File: src/rtl/sync_fifo_multimode.sv
// Single-clock FIFO with fill count, threshold flags, standard/FWFT read
// modes, sticky overflow/underflow and synchronous flush.
// Ports:
//   clk, rst           clock, async active-high reset
//   flush              sync clear of pointers, count and read data
//   winc, wData        write request and data
//   rinc, rData        read request (FWFT: pop) and read data
//   wFull, rEmpty      count == DEPTH / count == 0
//   almost_full        count >= AF_TH
//   almost_empty       count <= AE_TH
//   half_full          count >= DEPTH/2
//   count              fill level 0..DEPTH
//   overflow/underflow sticky access errors, cleared by clr_err
module sync_fifo_multimode #(
  parameter int DATA_SIZE = 12,
  parameter int ADDR_SIZE = 4,
  parameter int FWFT      = 0,
  parameter int AF_TH     = 14,
  parameter int AE_TH     = 2
) (
  input  logic                 clk,
  input  logic                 rst,
  input  logic                 flush,
  input  logic                 winc,
  input  logic [DATA_SIZE-1:0] wData,
  input  logic                 rinc,
  output logic [DATA_SIZE-1:0] rData,
  output logic                 wFull,
  output logic                 rEmpty,
  output logic                 almost_full,
  output logic                 almost_empty,
  output logic                 half_full,
  output logic [ADDR_SIZE:0]   count,
  output logic                 overflow,
  output logic                 underflow,
  input  logic                 clr_err
);

  localparam int DEPTH = 2 ** ADDR_SIZE;
  localparam int CW    = ADDR_SIZE + 1;

  localparam logic [ADDR_SIZE:0] DEPTH_C = CW'(DEPTH);
  localparam logic [ADDR_SIZE:0] AF_C    = CW'(AF_TH);
  localparam logic [ADDR_SIZE:0] AE_C    = CW'(AE_TH);
  localparam logic [ADDR_SIZE:0] HF_C    = CW'(DEPTH / 2);
  localparam logic [ADDR_SIZE:0] ONE_C   = CW'(1);

  logic [DATA_SIZE-1:0] mem_q [DEPTH];

  logic [ADDR_SIZE-1:0] wr_ptr_q, wr_ptr_d;
  logic [ADDR_SIZE-1:0] rd_ptr_q, rd_ptr_d;
  logic [ADDR_SIZE:0]   count_q, count_d;
  logic                 ovf_q, ovf_d;
  logic                 unf_q, unf_d;

  logic wr_acc;
  logic rd_acc;

  // Flags come straight from the registered count.
  assign wFull        = (count_q == DEPTH_C);
  assign rEmpty       = (count_q == '0);
  assign almost_full  = (count_q >= AF_C);
  assign almost_empty = (count_q <= AE_C);
  assign half_full    = (count_q >= HF_C);
  assign count        = count_q;
  assign overflow     = ovf_q;
  assign underflow    = unf_q;

  // Flush suppresses both accesses for its cycle.
  assign wr_acc = winc & ~wFull & ~flush;
  assign rd_acc = rinc & ~rEmpty & ~flush;

  always_comb begin
    wr_ptr_d = wr_ptr_q;
    rd_ptr_d = rd_ptr_q;
    count_d  = count_q;
    if (flush) begin
      wr_ptr_d = '0;
      rd_ptr_d = '0;
      count_d  = '0;
    end else begin
      if (wr_acc) wr_ptr_d = wr_ptr_q + 1'b1;
      if (rd_acc) rd_ptr_d = rd_ptr_q + 1'b1;
      unique case ({wr_acc, rd_acc})
        2'b10:   count_d = count_q + ONE_C;
        2'b01:   count_d = count_q - ONE_C;
        default: count_d = count_q;
      endcase
    end
  end

  // A new error outranks a clear arriving in the same cycle.
  always_comb begin
    ovf_d = (winc & wFull & ~flush) | (ovf_q & ~clr_err);
    unf_d = (rinc & rEmpty & ~flush) | (unf_q & ~clr_err);
  end

  always_ff @(posedge clk or posedge rst) begin
    if (rst) begin
      wr_ptr_q <= '0;
      rd_ptr_q <= '0;
      count_q  <= '0;
      ovf_q    <= 1'b0;
      unf_q    <= 1'b0;
    end else begin
      wr_ptr_q <= wr_ptr_d;
      rd_ptr_q <= rd_ptr_d;
      count_q  <= count_d;
      ovf_q    <= ovf_d;
      unf_q    <= unf_d;
    end
  end

  // Storage is not reset; the rst gate keeps a write from landing
  // on an edge where reset is already asserted.
  always_ff @(posedge clk) begin
    if (!rst && wr_acc) mem_q[wr_ptr_q] <= wData;
  end

  generate
    if (FWFT != 0) begin : g_fwft
      // Head word is presented combinationally; zero while empty.
      assign rData = rEmpty ? '0 : mem_q[rd_ptr_q];
    end else begin : g_std
      logic [DATA_SIZE-1:0] rdata_q, rdata_d;

      always_comb begin
        rdata_d = rdata_q;
        if (flush)       rdata_d = '0;
        else if (rd_acc) rdata_d = mem_q[rd_ptr_q];
      end

      always_ff @(posedge clk or posedge rst) begin
        if (rst) rdata_q <= '0;
        else     rdata_q <= rdata_d;
      end

      assign rData = rdata_q;
    end
  endgenerate

endmodule

File: config.mk
export PLATFORM = sky130hd
export DESIGN_NAME = sync_fifo_multimode
export DESIGN_NICKNAME = d
export VERILOG_FILES = /design/src/rtl/sync_fifo_multimode.sv
export SDC_FILE = /design/constraint.sdc
export NUM_CORES = 1
export LEC_CHECK = 0
export ABC_AREA = 1
export CORE_MARGIN = 5
export CORE_UTILIZATION = 34
export CTS_CLUSTER_SIZE = 40
export DETAILED_ROUTE_END_ITERATION = 10
export MAX_ROUTING_LAYER = met4
export PLACE_DENSITY = 0.57
export REMOVE_ABC_BUFFERS = 1
export SLEW_MARGIN = 0
export SYNTH_ARGS = -nofsm -noshare
export SYNTH_HDL_FRONTEND = slang
export SYNTH_SLANG_ARGS = --single-unit
File: constraint.sdc
create_clock -name clk -period 4.6 [get_ports clk]
set_clock_uncertainty 0.1 [all_clocks]
set_input_delay 0.92 -clock clk [delete_from_list [all_inputs] [get_ports clk]]
set_output_delay 0.92 -clock clk [all_outputs]
set_load 0.02 [all_outputs]
==> run metrics <==
Synth Area in Simple Gates 11.4%; Buffers on Ports between 40 and 50; Area after DPL 9740 sq um; site row count 59; outcome complete, no violations; Die ar. slightly below 30000 sq um; post-route cell area 10500 sq um; vias in the first global route 5763; sequential-to-total area share from yosys stat a little over 70%; total power roughly 5600 uW; syn avg cell area 12.4 sq um; Starting Density about a third; NumNets Final 795; Commonest cells post-synth edfxtp_1 (192), nor2_1 (118), o21ai_0 (112), nand2_1 (71), nand3_1 (32); number of synthesized flops with an enable pin about 190; TritonCTS clock tree done; post-CTS setup buffers 0; synth top area cells edfxtp_1 (65%), dfrtp_1 (7.6%), o21ai_0 (6.3%), nor2_1 (5.0%), nand2_1 (3.0%); Worst EP arrival 2.11 ns; Static Leak ~0.0036 uW; IO Count 42; Num CTS Buffers 23; Die W approximately 170 um; end point of the critical path almost_empty; Final Critical Period 3.13 ns; drt pass-1 iters 5; setup TNS 0 ns; antenna violations before repair 0; synthesis-stage register bit count roughly 220; chip height about 170 um; RSZ-0062 raised after global routing no; post-synthesis mux area share 0%; Ys Warns 0; post-synthesis cell type count 32; HPWL Detailed 13600 um; number of diodes 0; max layer used met4; Worst setup EP type output pin; area share of the largest cell type after synthesis 64.5%; total grt overflow 0; Routed Wire Length 22300 um; post-synth top area cell edfxtp_1; Syn Inst Count between 700 and 800; max-cap violations 0; R2R depth 8; Core Util, Final 40.4%; Async SR Flop Fraction 12.3%; layout cells sized above 1 a little under a tenth; actual slew at the worst max-slew pin a little under 1 ns; Synth Area in Compound Gates 12.0%; Met1 Wirelength 9910 um; Cell Area, Synth 8930 sq um; DRT iter0 DRCs 331; CP Max Fanout 6; relative slew slack between 30% and 40%; final setup fails 0; Floorplan Core Area 26000 sq um; DR vias 5766; critical path startpoint category register; worst min-delay path category reg2reg; wire length per cell roughly 20 um; DR vias/cell between 5 and 6; Hold Slack 0.421 ns; Worst R2R Start rd_ptr_q[0]; Cell Pwr Density between 500 and 600 nW/um^2; P&R area growth vs syn 17.4%; WL met3 ~850 um; Synth Area in Adders 0.980%; Post-Synth XOR/XNOR Area less than 1%; count leader, synth edfxtp_1; met2 wire len around 11000 um; Num Clock Sinks 219; WP data required about 3.6 ns; Slew Limit Fails 0; period utilization 68.1%; clk root buf clkbuf_16; routability congestion estimate 0.824; beginning of the critical path count[4]; VDD IR max 0.235 mV; hold buffer count at cts 0; antenna-violating nets left 0; GRT Util Overall 15.6%; Clock Pin Slew Worst Setup and Hold Paths 0.06 ns; class of the most critical setup path reg2out; pin count of the biggest net entering global routing 99; H-Tree Depth 1; highest clock rate 0.319 GHz; Reg-to-Reg End rData[9]; Final Hold Fails 0; Synth Flop Type edfxtp_1; post-cts sizing count 0; clock latency on the worst-skew pair 0.51 ns; drt drc 0; Reg2Reg Setup Slack around 2.2 ns; largest family of logic cells by synthesized area compound AO/OA/AOI/OAI gates; Max Root-Sink Buffers 3; first-pass GRT wire length 34500 um
-- worst min path at each step --
stage	from	depth (start not counted)	slack [ns]	end
finish	rData[9]	2	0.42	rData[9]
global route	rData[6]	2	0.46	rData[6]
CTS	rData[2]	2	0.42	rData[2]
detailed placement	rData[10]	2	0.40	rData[10]
global placement	rData[6]	2	0.39	rData[6]
floorplan	wr_ptr_q[2]	2	0.47	wr_ptr_q[2]
-- cell families (layout without fill, tap and decap cells) --
kind of cell               count (synthesis)  in the layout
AOI/OAI and AO/OA                        189            189
and+or+nand+nor                          236            236
adders and majority gates                  7              7
DFF                                      219            219
buffers and inverters                     70            133
xor gates and xnor gates                   2              2
-- flip-flops by register name, indices dropped and copies added, names as in the netlist --
signal	count
count	5
mem_q	192
overflow	1
rData	12
rd_ptr_q	4
underflow	1
wr_ptr_q	4
-- cell type report --
cell class,instances,area [sq um]
inverters,30,120
flip-flops and latches,219,6440
clock inverters,17,163
well taps,335,419
multi-input cells,434,2190
fillers,2479,15500
clock buffers,24,579
repair buffers,62,568
-- metrics by stage --
step	worst slack [ns]	instances
after floorplan	1.44	683
after global placement	1.51	1080
after detailed placement	1.46	1080
after CTS	1.46	1121
after global routing	1.30	1121
final	1.47	1121
-- cells in the final DEF, fill, tap and decap left out, drive strengths merged --
master	count
edfxtp	192
clkbuf	24
a22o	1
clkinvlp	2
clkinv	11
nor3	2
a211oi	1
xor2	2
o21ai	135
a21oi	4
o221ai	24
nand2	78
o22ai	24
nand4	1
dfrtp	27
nor2	120
bufinv	3
ha	7
clkdlybuf4s50	41
buf	21
nand3	35
inv	31
-- critical path, stage by stage, from the launching register on --
cell and delay [ns]:
dfrtp_1 0.48, nor2_2 0.23, inv_1 0.09, a211oi_1 0.18, clkdlybuf4s50_1 0.65
-- routing by layer --
| layer | up-vias | global-route usage, % |
|---|---|---|
| li1 | 2720 | - |
| met1 | 2868 | 20.4 |
| met2 | 144 | 26.1 |
| met3 | 34 | 1.65 |
| met4 | 0 | 4.41 |
| met5 | - | - |
-- power breakdown --
part | internal, uW | switching [uW] | leakage (uW)
combinational | 485 | 981 | 0.00120
sequential | 2250 | 76.1 | 0.00209
clock | 1080 | 744 | 0.000357
total | 3810 | 1800 | 0.00365
Power figures use the tool's default switching activity.
